<file path="config.mk">
export PLATFORM = sky130hd
export DESIGN_NAME = fp_dct_accumulator_flat
export DESIGN_NICKNAME = d
export VERILOG_FILES = /design/src/rtl/fp_dct_accumulator_pkg.sv /design/src/rtl/fp_dct_accumulator_if.sv /design/src/rtl/fp_dct_accumulator_fp_add.sv /design/src/rtl/fp_dct_accumulator.sv /design/src/flat_wrapper.sv
export SDC_FILE = /design/constraint.sdc
export NUM_CORES = 1
export LEC_CHECK = 0
export ABC_AREA = 1
export CAP_MARGIN = 20
export CORE_MARGIN = 2
export CORE_UTILIZATION = 45
export CTS_CLUSTER_DIAMETER = 30
export DETAILED_ROUTE_END_ITERATION = 10
export HOLD_SLACK_MARGIN = 0.15
export MAX_ROUTING_LAYER = met4
export PLACE_DENSITY = 0.75
export SYNTH_ARGS = -nofsm -noshare
export SYNTH_HDL_FRONTEND = slang
export SYNTH_SLANG_ARGS = --single-unit
export TNS_END_PERCENT = 1
</file>
<file path="constraint.sdc">
create_clock -name clk -period 27.9 [get_ports clk]
set_input_delay 5.58 -clock clk [delete_from_list [all_inputs] [get_ports clk]]
set_output_delay 5.58 -clock clk [all_outputs]
set_load 0.01 [all_outputs]
</file>
<file path="src/rtl/fp_dct_accumulator_pkg.sv">
// ---------------------------------------------------------------------------
// fp_dct_accumulator_pkg
// Shared definitions for the DCT product accumulator.
//  - Default packed FP format of the upstream multiplier (sign | exp | frac)
//    and the field positions derived from it.
//  - Exponent bias, largest finite exponent and the all-zero (+0) word.
//  - Encoding of the two accumulator FSM states.
// ---------------------------------------------------------------------------
package fp_dct_accumulator_pkg;

  localparam int FP_N = 23;
  localparam int FP_M = 8;
  localparam int FP_W = FP_N + FP_M + 1;

  localparam int SIGN_BIT = FP_N + FP_M;
  localparam int EXP_MSB  = FP_N + FP_M - 1;
  localparam int EXP_LSB  = FP_N;

  localparam int BIAS           = (1 << (FP_M - 1)) - 1;
  localparam int EXP_MAX_FINITE = (1 << FP_M) - 2;

  localparam logic [FP_W-1:0] FP_ZERO = '0;

  typedef enum logic {
    ACC  = 1'b0,
    HOLD = 1'b1
  } AccState_t;

endpackage

</file>
<file path="src/rtl/fp_dct_accumulator_if.sv">
// ---------------------------------------------------------------------------
// fp_dct_accumulator_if
// Product stream in, sum stream out, plus the group abort.
//  clear     : synchronous abort of the current group
//  in_valid  : product valid        in_ready  : accumulator accepts product
//  in_data   : product, packed FP
//  out_valid : sum valid            out_ready : consumer accepts sum
//  out_data  : sum, packed FP       out_ovf   : saturation seen in this group
// master = the side feeding products and consuming sums; slave = accumulator.
// ---------------------------------------------------------------------------
import fp_dct_accumulator_pkg::*;

interface fp_dct_accumulator_if #(
  parameter int N = FP_N,
  parameter int M = FP_M
);

  logic         clear;
  logic         in_valid;
  logic         in_ready;
  logic [N+M:0] in_data;
  logic         out_valid;
  logic         out_ready;
  logic [N+M:0] out_data;
  logic         out_ovf;

  modport master (
    output clear, in_valid, in_data, out_ready,
    input  in_ready, out_valid, out_data, out_ovf
  );

  modport slave (
    input  clear, in_valid, in_data, out_ready,
    output in_ready, out_valid, out_data, out_ovf
  );

endinterface

</file>
<file path="src/rtl/fp_dct_accumulator_fp_add.sv">
// ---------------------------------------------------------------------------
// fp_add
// Combinational adder for the packed FP format (sign | M-bit exp | N-bit frac).
//  a, b : operands         sum : a + b, truncated toward zero
//  ovf  : result exponent saturated to the largest finite magnitude
// Zero-exponent operands are treated as signed zero; there is no inf/NaN.
// ---------------------------------------------------------------------------
import fp_dct_accumulator_pkg::*;

module fp_add #(
  parameter int N = FP_N,
  parameter int M = FP_M
) (
  input  logic [N+M:0] a,
  input  logic [N+M:0] b,
  output logic [N+M:0] sum,
  output logic         ovf
);

  // Hidden one, N fraction bits and guard/round/sticky.
  localparam int MW = N + 4;
  localparam logic [M-1:0] EXP_SAT = M'((1 << M) - 2);

  logic          bigSign;
  logic          sameSign;
  logic [M-1:0]  bigExp;
  logic [M-1:0]  smallExp;
  logic [N-1:0]  bigFrac;
  logic [N-1:0]  smallFrac;
  logic [MW-1:0] bigMan;
  logic [MW-1:0] smallMan;
  logic [MW-1:0] smallSh;
  logic [MW-1:0] normMan;
  logic [MW:0]   rawSum;
  logic          sticky;
  int            diff;
  int            lz;
  int            expVal;

  // Order the operands by magnitude so the subtraction never goes negative
  // and the result takes the sign of the larger operand.
  always_comb begin
    if (a[N+M-1:0] >= b[N+M-1:0]) begin
      bigSign   = a[N+M];
      bigExp    = a[N+M-1:N];
      bigFrac   = a[N-1:0];
      smallExp  = b[N+M-1:N];
      smallFrac = b[N-1:0];
    end else begin
      bigSign   = b[N+M];
      bigExp    = b[N+M-1:N];
      bigFrac   = b[N-1:0];
      smallExp  = a[N+M-1:N];
      smallFrac = a[N-1:0];
    end
    sameSign = (a[N+M] == b[N+M]);

    bigMan   = (bigExp   != '0) ? {1'b1, bigFrac,   3'b000} : '0;
    smallMan = (smallExp != '0) ? {1'b1, smallFrac, 3'b000} : '0;

    // Bits shifted past the guard positions collapse into the sticky bit so
    // a subtraction still borrows correctly before truncation.
    diff = int'(bigExp) - int'(smallExp);
    if (diff >= MW) begin
      smallSh = '0;
      sticky  = |smallMan;
    end else begin
      smallSh = smallMan >> diff;
      sticky  = |(smallMan & ~({MW{1'b1}} << diff));
    end
    smallSh[0] = smallSh[0] | sticky;

    rawSum = sameSign ? ({1'b0, bigMan} + {1'b0, smallSh})
                      : ({1'b0, bigMan} - {1'b0, smallSh});

    // Ascending scan: the last hit is the highest set bit.
    lz = 0;
    for (int i = 0; i < MW; i++) begin
      if (rawSum[i]) lz = MW - 1 - i;
    end

    expVal = int'(bigExp);
    if (rawSum[MW]) begin
      normMan = rawSum[MW:1];
      expVal  = expVal + 1;
    end else begin
      normMan = rawSum[MW-1:0] << lz;
      expVal  = expVal - lz;
    end

    sum = '0;
    ovf = 1'b0;
    if (rawSum == '0 || expVal < 1) begin
      sum = '0;
    end else if (expVal >= (1 << M) - 1) begin
      sum = {bigSign, EXP_SAT, {N{1'b1}}};
      ovf = 1'b1;
    end else begin
      sum = {bigSign, expVal[M-1:0], normMan[MW-2:3]};
    end
  end

endmodule

</file>
<file path="src/rtl/fp_dct_accumulator.sv">
// ---------------------------------------------------------------------------
// fp_dct_accumulator
// Sums LEN consecutive FP products and emits one FP sum per group.
//  clk : rising-edge clock
//  rst : asynchronous active-high reset
//  bus : slave side of fp_dct_accumulator_if (product in, sum out, clear)
// ACC accepts one product per cycle; after the LEN-th product the sum is
// held in HOLD until the consumer takes it.
// ---------------------------------------------------------------------------
import fp_dct_accumulator_pkg::*;

module fp_dct_accumulator #(
  parameter int N   = FP_N,
  parameter int M   = FP_M,
  parameter int LEN = 8
) (
  input  logic                   clk,
  input  logic                   rst,
  fp_dct_accumulator_if.slave    bus
);

  localparam int W  = N + M + 1;
  localparam int CW = (LEN > 1) ? $clog2(LEN) : 1;
  localparam logic [CW-1:0] LAST = CW'(LEN - 1);

  AccState_t       state_q, state_d;
  logic [W-1:0]    acc_q, acc_d;
  logic [W-1:0]    outData_q, outData_d;
  logic [CW-1:0]   cnt_q, cnt_d;
  logic            outOvf_q, outOvf_d;
  logic            ovfSticky_q, ovfSticky_d;
  logic            readyEn_q;
  logic [W-1:0]    addSum;
  logic            addOvf;
  logic            beat;

  fp_add #(.N(N), .M(M)) u_fpAdd (
    .a  (acc_q),
    .b  (bus.in_data),
    .sum(addSum),
    .ovf(addOvf)
  );

  // readyEn_q keeps in_ready low until the first edge after reset releases.
  assign bus.in_ready  = readyEn_q && (state_q == ACC);
  assign bus.out_valid = (state_q == HOLD);
  assign bus.out_data  = outData_q;
  assign bus.out_ovf   = outOvf_q;
  assign beat          = bus.in_valid && bus.in_ready;

  // Next-state logic; clear overrides both beats and a pending handshake.
  always_comb begin
    state_d     = state_q;
    acc_d       = acc_q;
    cnt_d       = cnt_q;
    outData_d   = outData_q;
    outOvf_d    = outOvf_q;
    ovfSticky_d = ovfSticky_q;

    if (bus.clear) begin
      state_d     = ACC;
      acc_d       = '0;
      cnt_d       = '0;
      ovfSticky_d = 1'b0;
    end else begin
      case (state_q)
        ACC: begin
          if (beat) begin
            ovfSticky_d = ovfSticky_q | addOvf;
            if (cnt_q == LAST) begin
              outData_d = addSum;
              outOvf_d  = ovfSticky_q | addOvf;
              acc_d     = '0;
              cnt_d     = '0;
              state_d   = HOLD;
            end else begin
              acc_d = addSum;
              cnt_d = cnt_q + 1'b1;
            end
          end
        end
        HOLD: begin
          if (bus.out_ready) begin
            ovfSticky_d = 1'b0;
            state_d     = ACC;
          end
        end
        default: state_d = ACC;
      endcase
    end
  end

  // State and datapath registers.
  always_ff @(posedge clk or posedge rst) begin
    if (rst) begin
      state_q     <= ACC;
      acc_q       <= '0;
      cnt_q       <= '0;
      outData_q   <= '0;
      outOvf_q    <= 1'b0;
      ovfSticky_q <= 1'b0;
      readyEn_q   <= 1'b0;
    end else begin
      state_q     <= state_d;
      acc_q       <= acc_d;
      cnt_q       <= cnt_d;
      outData_q   <= outData_d;
      outOvf_q    <= outOvf_d;
      ovfSticky_q <= ovfSticky_d;
      readyEn_q   <= 1'b1;
    end
  end

endmodule

</file>
<file path="src/flat_wrapper.sv">
// flat-port wrapper written by rule: the top's interface ports become plain ports
module fp_dct_accumulator_flat 
#(
  parameter int N   = FP_N,
  parameter int M   = FP_M,
  parameter int LEN = 8
)
  (clk, rst, bus_clear, bus_in_valid, bus_in_data, bus_out_ready, bus_in_ready, bus_out_valid, bus_out_data, bus_out_ovf);
  fp_dct_accumulator_if #(.N(N), .M(M)) bus_i ();
  input  logic clk;
  input  logic rst;
  input wire logic [$bits(bus_i.clear)-1:0] bus_clear;
  input wire logic [$bits(bus_i.in_valid)-1:0] bus_in_valid;
  input wire logic [$bits(bus_i.in_data)-1:0] bus_in_data;
  input wire logic [$bits(bus_i.out_ready)-1:0] bus_out_ready;
  output wire logic [$bits(bus_i.in_ready)-1:0] bus_in_ready;
  output wire logic [$bits(bus_i.out_valid)-1:0] bus_out_valid;
  output wire logic [$bits(bus_i.out_data)-1:0] bus_out_data;
  output wire logic [$bits(bus_i.out_ovf)-1:0] bus_out_ovf;
  assign bus_i.clear = bus_clear;
  assign bus_i.in_valid = bus_in_valid;
  assign bus_i.in_data = bus_in_data;
  assign bus_i.out_ready = bus_out_ready;
  assign bus_in_ready = bus_i.in_ready;
  assign bus_out_valid = bus_i.out_valid;
  assign bus_out_data = bus_i.out_data;
  assign bus_out_ovf = bus_i.out_ovf;
  fp_dct_accumulator #(.N(N), .M(M), .LEN(LEN)) u_core (.clk(clk), .rst(rst), .bus(bus_i));
endmodule
</file>
### After elaboration in Yosys (flattened, before gate mapping)

Cells that the tools add are included.

* bits in registers: 71
* RAM bits: 0
* memories: 0
* bits in read-only memories: 0
* input bits: 37
* output and inout port bits: 35
* bits in latches: 0

* multiplexer cells: 60
* divide/modulo/power cells: 0
* add/subtract/negate cells: 6
* bitwise operators: 6
* eq/ne operators: 5
* reductions and logical operators: 12
* magnitude comparators: 4
* shift operators: 3
* $mul: 0

Operator list (count)
* 2-to-1 mux 32 bit: 32
* 2-to-1 mux 27 bit: 3
* OR reduction 27 bit: 2
* 2-to-1 mux 23 bit: 2
* greater-or-equal comparator 32 x 9 -> 1 bit, second input constant: 1
* < comparator 32 x 2 -> 1 bit, second input constant: 1
* << shifter 27 x 32 -> 26 bit: 1
* << shifter 27 x 32 -> 27 bit, first input constant: 1
* >> shifter 27 x 32 -> 27 bit: 1
* subtractor 9 x 32 -> 32 bit: 1
* greater-or-equal comparator 31 bit: 1
* 2-to-1 mux 31 bit: 1
* adder 27 x 27 -> 28 bit: 1
* logical NOT 28 bit: 1
* 2-to-1 mux 28 bit: 1
* subtractor 27 x 27 -> 28 bit: 1
* bitwise AND 27 bit: 1
* inverter 27 bit: 1
* 2-to-1 mux 26 bit: 1
* 2-to-1 mux 8 bit: 2
* nonzero test 8 bit: 2
* 2-to-1 mux 3 bit: 4
* 2-to-1 mux 1 bit: 11
* adder 8 x 1 -> 9 bit, second input constant: 1
* other kinds (17): 22

### Depth between registers and ports, before layout

Gate-level depths: netlist (run 1).

* word-level depth: 47
* mapped depth: 90
* mapped depth without buffers: 88

### Hierarchy

From an unflattened synthesis (run 1), not the netlist that was laid out.

* cells, all modules: 1976
* area, all modules: 11240.8 sq um

By module, submodules not included
* fp_add: area each 8116.5 sq um, seq. area each 0.0 sq um, times used 1, cells each 1588
* fp_dct_accumulator: area each 3124.2 sq um, seq. area each 1776.7 sq um, times used 1, cells each 388

### Worst setup path before layout (run 1)

Ideal clock, no wire load.

* kind: input port to flip-flop
* from: input port bus_in_data[29]
* to: register u_core.acc_q[8]
* data required time: 27834 ps
* arrival: 15744 ps
* path slack: 12090 ps
* buffers on the path: 4
* setup time: 66 ps
* stages: 78
* cells stage by stage: inv_1 ha_1 nand2_1 inv_1 nand2_1 nand3_1 nor2_1 nand2_1 nor2_4 nand2_2 buf_6 o21ai_1 nand2_1 ha_1 inv_1 nand2_2 nand2_1 nand2_1 [42 not listed] a21oi_1 nand2_1 nand2_1 a21oi_1 nor2_1 inv_1 nor3_1 ha_1 mux2i_1 nand4_1 o21ai_0 nand2_1 inv_1 clkbuf_1 a21oi_1 o211ai_1 nand3_1 nand2_1

* longest elaborated chain between the ends: 47
* elaborated cells on any way between the ends: 65

Ends and longest elaborated chain
* from (decl): RTL line flat_wrapper.sv:14 `input wire logic [$bits(bus_i.in_data)-1:0] bus_in_data;`
* greater-or-equal comparator 31 bit: RTL line fp_dct_accumulator_fp_add.sv:43 `if (a[N+M-1:0] >= b[N+M-1:0]) begin`
* 2-to-1 mux 8 bit: RTL line fp_dct_accumulator_fp_add.sv:43
* subtractor 8 x 8 -> 9 bit: RTL line fp_dct_accumulator_fp_add.sv:63 `diff = int'(bigExp) - int'(smallExp);`
* << shifter 27 x 32 -> 27 bit: RTL line fp_dct_accumulator_fp_add.sv:69 `sticky = |(smallMan & ~({MW{1'b1}} << diff));`
* inverter 27 bit: RTL line fp_dct_accumulator_fp_add.sv:69
* bitwise AND 27 bit: RTL line fp_dct_accumulator_fp_add.sv:69
* OR reduction 27 bit: RTL line fp_dct_accumulator_fp_add.sv:69
* 2-to-1 mux 1 bit: RTL line fp_dct_accumulator_fp_add.sv:64 `if (diff >= MW) begin`
* [31 not listed]
* 2-to-1 mux 32 bit: RTL line fp_dct_accumulator_fp_add.sv:83 `if (rawSum[MW]) begin`
* greater-or-equal comparator 32 x 9 -> 1 bit / < comparator 32 x 2 -> 1 bit (equally long branches): RTL line fp_dct_accumulator_fp_add.sv:95, fp_dct_accumulator_fp_add.sv:93
* 2-to-1 mux 31 bit / logical OR 1 bit (equally long branches): RTL line fp_dct_accumulator_fp_add.sv:95, fp_dct_accumulator_fp_add.sv:93
* 2-to-1 mux 32 bit *: RTL line fp_dct_accumulator_fp_add.sv:93 `if (rawSum == '0 || expVal < 1) begin`
* 2-to-1 mux 32 bit *: RTL line fp_dct_accumulator.sv:70 `if (cnt_q == LAST) begin`
* 2-to-1 mux 32 bit *: RTL line fp_dct_accumulator.sv:68 `if (beat) begin`
* 2-to-1 mux 32 bit *: RTL line fp_dct_accumulator.sv:66 `case (state_q)`
* 2-to-1 mux 32 bit *: RTL line fp_dct_accumulator.sv:60 `if (bus.clear) begin`
* to (signal assigned): RTL line fp_dct_accumulator.sv:97 `acc_q <= '0;`
* to (signal assigned): RTL line fp_dct_accumulator.sv:105 `acc_q <= acc_d;`
* to (decl): RTL line fp_dct_accumulator.sv:27 `logic [W-1:0] acc_q, acc_d;`

Every way passes the cells marked *; elsewhere a longest branch is shown, timed or not. The select of a mux whose other input is x is not followed.
A chain may end at the register's enable or synchronous reset.

### Final worst setup path (run 1)

* from: input port bus_in_data[23]
* to: register u_core.acc_q[9]

Same word-level chain as after synthesis.

==> results of run 1 <==
==> sequential cells by signal (all words and copies together), names as in the netlist <==
register and count:
u_core.acc_q 32, u_core.bus.out_data 32, u_core.bus.out_ovf 1, u_core.bus.out_valid 1
u_core.cnt_q 3, u_core.ovfSticky_q 1, u_core.readyEn_q 1
==> worst max-delay path, delay by kind of cell <==
family	cells	cell delay (ns)
simple gates	39	6.62
buf+inv	8	1.94
fa+ha+maj	5	1.95
xor+xnor	2	0.66
mux	1	0.24
compound gates	16	3.09
==> layer usage <==
| metal | wire [µm] | vias up | share of wire |
|---|---|---|---|
| li1 | - | 6219 | - |
| met1 | 17540 | 5863 | 0.43 |
| met2 | 18700 | 607 | 0.45 |
| met3 | 2925 | 109 | 0.071 |
| met4 | 1947 | 0 | 0.047 |
| met5 | 0 | - | 0 |
==> final timing paths <==
| path | depth (start not counted) | endpoint | from | slack [ns] |
|---|---|---|---|---|
| worst max-delay path | 71 | u_core.acc_q[9] | bus_in_data[23] | 8.04 |
| max in group asynchronous | 3 | u_core.bus.out_data[0] | rst | 21.49 |
| min in group asynchronous | 3 | u_core.bus.out_ovf | rst | 5.83 |
| worst min-delay path | 2 | u_core.bus.out_data[6] | u_core.bus.out_data[6] | 0.48 |
| worst min register to register | 2 | u_core.bus.out_data[6] | u_core.bus.out_data[6] | 0.48 |
| worst max register to register | 69 | u_core.acc_q[9] | u_core.acc_q[30] | 13.40 |
==> layout by cell type, fill, tap and decap left out, types with 3 or more instances in the layout <==
| cell type | count |
|---|---|
| buf_4 | 16 |
| o2111ai_1 | 4 |
| nor2_2 | 3 |
| clkinv_1 | 9 |
| a21oi_1 | 91 |
| ha_1 | 67 |
| inv_2 | 11 |
| nand3b_1 | 3 |
| o211ai_1 | 19 |
| dfrtp_1 | 71 |
| nand3_1 | 290 |
| a211oi_1 | 11 |
| xnor2_1 | 12 |
| nor2_4 | 4 |
| or2_2 | 5 |
| a31oi_1 | 5 |
| o21ai_1 | 14 |
| clkbuf_16 | 9 |
| nand4_1 | 51 |
| o21ai_0 | 104 |
| o22ai_1 | 11 |
| nand2_4 | 5 |
| inv_1 | 182 |
| nor3_1 | 32 |
| a22oi_1 | 3 |
| clkdlybuf4s50_1 | 71 |
| a21o_1 | 3 |
| nor2_1 | 140 |
| xor2_1 | 41 |
| o21bai_1 | 8 |
| nor4_1 | 5 |
| a31o_2 | 3 |
| nand2_1 | 524 |
| nand2_2 | 13 |
==> cell families (layout without fill, tap and decap cells) <==
group / Yosys count / after routing / synth area share
muxes: 1 / 1 / 0.0009284
AOI/OAI and AO/OA: 288 / 288 / 0.1521
DFF: 71 / 71 / 0.1648
adders and majority gates: 69 / 69 / 0.08147
and+or+nand+nor: 1082 / 1082 / 0.4430
other: 1 / 1 / 0.0003478
buffers and inverters: 290 / 304 / 0.1120
xor gates and xnor gates: 55 / 55 / 0.04538
==> metrics by stage <==
stage | cells | worst slack, ns | cell area (µm²) | util | hold slack, ns
finish | 2190 | 8.035 | 11900 | 0.5068 | 0.4820
floorplan | 1857 | 12.09 | 10780 | - | 0.4474
global route | 2190 | 6.451 | 11900 | 0.5068 | 0.5134
detailed placement | 2175 | 8.086 | 11570 | 0.4931 | 0.4680
global placement | 2175 | 8.392 | 11570 | 0.4931 | 0.4633
CTS | 2190 | 8.386 | 11900 | 0.5068 | 0.4864
==> area by class of cell <==
class	count	area, µm²
multi-input combinational	1496	7810
timing repair buffer	87	830.8
sequential	71	1777
clock inverter	5	81.33
fill	2489	11580
clock buffer	10	239.0
inverter	202	758.2
tap	319	399.1
==> key figures, run 1 <==
Synthesis
  – Top post-synthesis cells by area: nand2_1 (18%), dfrtp_1 (16%), nand3_1 (13%), ha_1 (7.8%), inv_1 (6.4%)
  – Yosys warns: 0
  – FF+latch count, synth: 71
  – Syn Area/Cell: 5.806 µm²
  – Net Count, Synth: 1963
  – Mapped cell area: 10780 µm²
  – Netlist cell types: 56
  – EDFF count, synth: 0
  – Post-Synthesis Cells: 1857
  – Top-area cell type share of the netlist area: 0.1824
  – Ys flop type: dfrtp_1
  – Dominant cell type by area after synthesis: nand2_1
  – Synth async-reset ratio: 1.000
  – Commonest cells in the netlist: nand2_1 (524), nand3_1 (290), inv_1 (183), nor2_1 (140), o21ai_0 (104)
  – Most common cell in the netlist: nand2_1
  – Register area share after synthesis: 0.1648

Clock network
  – CTS sink cnt: 71
  – H-tree Lvls: 3
  – Clk buf depth: 2
  – Hold Buf Count CTS: 0
  – CTS resizes: 0
  – # Post-CTS Setup Buffers: 0
  – Worst skew pair latency: 0.33 ns
  – Root buf cell: clkbuf_16
  – CTS tree: done
  – CTS buffer count: 9
  – Clock-pin slew on the worst setup and hold paths: 0.06 ns

Global routing
  – Gr usage total: 0.3235
  – Global Route met3 Usage: 0.03265
  – Number of global-route vias before repair: 11.61k
  – First-pass GRT wire length: 63290 µm
  – Largest net degree at the start of global routing: 103
  – GRT met2 Usage: 0.5153
  – Overflow after GRT: 0
  – Met1 usage: 0.4193
  – GR peak layer: met2
  – Initial antenna violation count: 0

Critical path
  – CP dominant cell by count: nand2_1
  – CP Capture Type: flip-flop
  – Slowest cell on crit path: nand2_1
  – Crit path max fanout: 102
  – Crit path required time: 28.17 ns
  – WS Path Type: in -> reg
  – Worst path max stage delay: 0.68 ns
  – CP Launch Type: primary input
  – Crit path arrival time: 20.14 ns

Layout
  – Final net count: 1973
  – Share of layout cells above drive strength 1: 0.04490
  – N_diodes: 0
  – P&R area growth vs syn: 10.33%

Timing
  – Max frequency: 50.34 MHz
  – Post-route clock period utilization: 0.7120
  – Slew Viols, Final: 0
  – Final setup violation count: 0
  – Final TNS setup: 0 ns
  – RSZ-0062 raised after global routing: no
  – Fin. Hold Viols: 0
  – Slew @ Worst Pin: 0.9195 ns
  – Minimum clock period: 19.86 ns
  – Fin Clk Skew: 0.006114 ns
  – Slew HR: 0.3855

Route
  – Via/cell ratio: 5.844
  – Detailed Route Iter0 Violations: 1658
  – Final wirelength: 41110 µm
  – Remaining DRCs: 0
  – Wire per inst: 18.77 µm
  – Detailed-route via count: 12.80k
  – Post-route ant nets: 0
  – Drt pass-1 iters: 6

Floorplan
  – Core area: 23470 µm²
  – Die ar.: 25210 µm²
  – Core Rows: 56
  – Die Wd: 158.8 µm
  – Top Ports: 72
  – Die height: 158.8 µm
  – Starting Density: 0.4593

Outcome
  – Status: complete, no violations

Place
  – GPL Wtd Cong: 0.9857
  – PortBufs: 71
  – Post-DP HPWL: 32190 µm

Job
  – Max Cap Viol: 0

Worst hold path
  – Worst hold path class: reg -> reg
Power of run 1 is not shown: default switching activity piles up to over one toggle a cycle in this logic, so the estimate is an artifact.
==> run 2: changes to the inputs <==
==> constraint.sdc (replaced) <==
create_clock -name clk -period 20 [get_ports clk]
set_input_delay 4 -clock clk [delete_from_list [all_inputs] [get_ports clk]]
set_output_delay 4 -clock clk [all_outputs]
set_load 0.01 [all_outputs]
==> run 2 against run 1 <==
Final area down 0.27%. Clock-buffer cell count down 1. Cell count about the same. Clock skew up 0.0062 ns. Sequential share of layout area about the same.
==> key figures, run 2 (synthesized netlist as in run 1, its figures left out) <==
Place
  – GPL Wtd Cong: 1.028 (+4.3%)
  – Placed Area: 11580 µm² (about the same)
  – PortBufs: 71 (unchanged)
  – Inst Count DP: 2176 (+0.046%)
  – Post-DP HPWL: 31490 µm (-2.2%)

Critical path
  – CP Capture Type: flip-flop
  – Crit path max fanout: 102 (unchanged)
  – CP dominant cell by count: nand2_1
  – Reg2Reg Setup Slack: 5.60 ns (-7.80 ns)
  – Crit path from: bus_in_data[23]
  – Crit path max-delay family: simple AND/OR/NAND/NOR gates
  – Number of buffer and inverter stages on the critical path: 10 (+2)
  – R2r worst-path depth: 70 (+1.4%)
  – Crit path required time: 20.24 ns (-7.93 ns)
  – Slowest cell on crit path: ha_1
  – CP Depth: 72 (+1.4%)
  – WS Path Type: in -> reg
  – Crit path arrival time: 18.46 ns (-1.68 ns)
  – CP Launch Type: primary input
  – Reg2Reg Capture Point: u_core.bus.out_data[27]
  – Reg-to-Reg Start: u_core.acc_q[23]
  – Worst path max stage delay: 0.86 ns (+0.18 ns)

Floorplan
  – Die ar.: 25210 µm² (unchanged)
  – Die Wd: 158.8 µm (unchanged)
  – Core area: 23470 µm² (unchanged)
  – Core Rows: 56 (unchanged)
  – Die height: 158.8 µm (unchanged)
  – Top Ports: 72 (unchanged)
  – Starting Density: 0.4593 (unchanged)

Timing
  – Minimum clock period: 18.22 ns
  – Max frequency: 54.89 MHz
  – Final TNS setup: 0 ns (unchanged)
  – Fin Clk Skew: 0.01236 ns (+0.006244 ns)
  – Post-route clock period utilization: 0.9108
  – Final setup violation count: 0 (unchanged)
  – Slew Viols, Final: 0 (unchanged)
  – RSZ-0062 raised after global routing: no
  – Fin. Hold Viols: 0 (unchanged)
  – Slew @ Worst Pin: 1.017 ns (+0.09701 ns)
  – Slew HR: 0.3137 (-0.07179)

Job
  – Max Cap Viol: 0 (unchanged)

Layout
  – Post-Layout Cell Count: 2192 (+0.091%)
  – Most common cell after layout, fill and taps aside: nand2_1
  – N_diodes: 0 (unchanged)
  – P&R area growth vs syn: 10.03%
  – Multi-input gate area: 7810 µm² (unchanged)
  – Share of layout cells above drive strength 1: 0.04592 (+0.001020)
  – Commonest cells after routing, fill and taps aside: nand2_1 (524), nand3_1 (290), inv_1 (182), nor2_1 (140), o21ai_0 (104)
  – Design area: 11860 µm² (-0.27%)
  – FF/Latch Area: 1777 µm² (unchanged)
  – Final net count: 1974 (+0.051%)
  – FILL cells: 2497 (+0.32%)

Clock network
  – CTS resizes: 0 (unchanged)
  – H-tree Lvls: 3 (unchanged)
  – CTS sink cnt: 71 (unchanged)
  – Clock-pin slew on the worst setup and hold paths: 0.06 ns (about the same)
  – Worst skew pair latency: 0.34 ns (about the same)
  – Hold Buf Count CTS: 0 (unchanged)
  – CTS buffer count: 9 (unchanged)
  – Clk buf depth: 2 (unchanged)
  – CTS tree: done
  – # Post-CTS Setup Buffers: 0 (unchanged)
  – Root buf cell: clkbuf_16

Global routing
  – Gr usage total: 0.3166 (-0.006848)
  – First-pass GRT wire length: 62300 µm (-1.6%)
  – Initial antenna violation count: 0 (unchanged)
  – Overflow after GRT: 0 (unchanged)
  – Number of global-route vias before repair: 11.44k (-1.5%)
  – Largest net degree at the start of global routing: 103 (unchanged)

Route
  – Post-route ant nets: 0 (unchanged)
  – Wire per inst: 18.23 µm (-2.9%)
  – Detailed-route via count: 12.81k (+0.11%)
  – Via/cell ratio: 5.845 (about the same)
  – Remaining DRCs: 0 (unchanged)
  – Detailed Route Iter0 Violations: 1552 (-6.4%)
  – Final wirelength: 39950 µm (-2.8%)
  – Drt pass-1 iters: 6 (unchanged)

Worst hold path
  – Worst hold path class: reg -> reg
  – HP Start: u_core.bus.out_data[22]
  – Cell depth of the worst hold path: 2 (unchanged)
  – Hold EP: u_core.bus.out_data[22]

Outcome
  – Status: complete, no violations
[run 2: cell count changes in the layout (fill, tap and decap cells not counted), sizes merged]
| cell | before | now |
|---|---|---|
| clkinvlp | 1 | 2 |
| buf | 16 | 17 |
| bufinv | 2 | 0 |
| inv | 194 | 196 |
| clkbuf | 10 | 9 |
| clkinv | 10 | 11 |
[run 2: final cells by class]
cell class                 instances  area share
multi-input combinational       1496      0.6584
timing repair buffer              88     0.07067
clock inverter                     7    0.004641
tap                              319     0.03365
clock buffer                       9     0.01899
inverter                         202     0.06392
sequential                        71      0.1498
[run 2: worst register-to-register path, delay by kind of cell, from the launching register on]
family                     cells  cell delay (ns)
buffers and inverters          8             1.75
DFF                            1             0.40
adders and majority gates      5             2.14
xor gates and xnor gates       1             0.21
AOI/OAI and AO/OA             14             2.58
and+or+nand+nor               41             7.03
muxes                          1             0.22
[run 2: worst max path at each step]
stage / to
finish: u_core.bus.out_data[27]
global route: u_core.acc_q[14]
CTS: u_core.acc_q[14]
detailed placement: u_core.acc_q[14]
global placement: u_core.acc_q[17]
floorplan: u_core.acc_q[8]
[run 2: routing by layer]
layer	part of all wire	vias to the layer above	track usage
li1	-	6238	-
met1	0.43	5842	0.4165
met2	0.45	626	0.4994
met3	0.076	106	0.03448
met4	0.043	0	0.1255
met5	0	-	-
[run 2: through the flow]
| stage | setup slack, ns | hold WS (ns) | util |
|---|---|---|---|
| floorplan | 5.770 | 0.4474 | - |
| global placement | 2.212 | 0.4689 | 0.4934 |
| detailed placement | 1.788 | 0.4646 | 0.4934 |
| CTS | 2.104 | 0.4859 | 0.5054 |
| global route | 0.3360 | 0.5046 | 0.5054 |
| finish | 1.783 | 0.4799 | 0.5054 |
Power of run 2 is left out for the same reason.
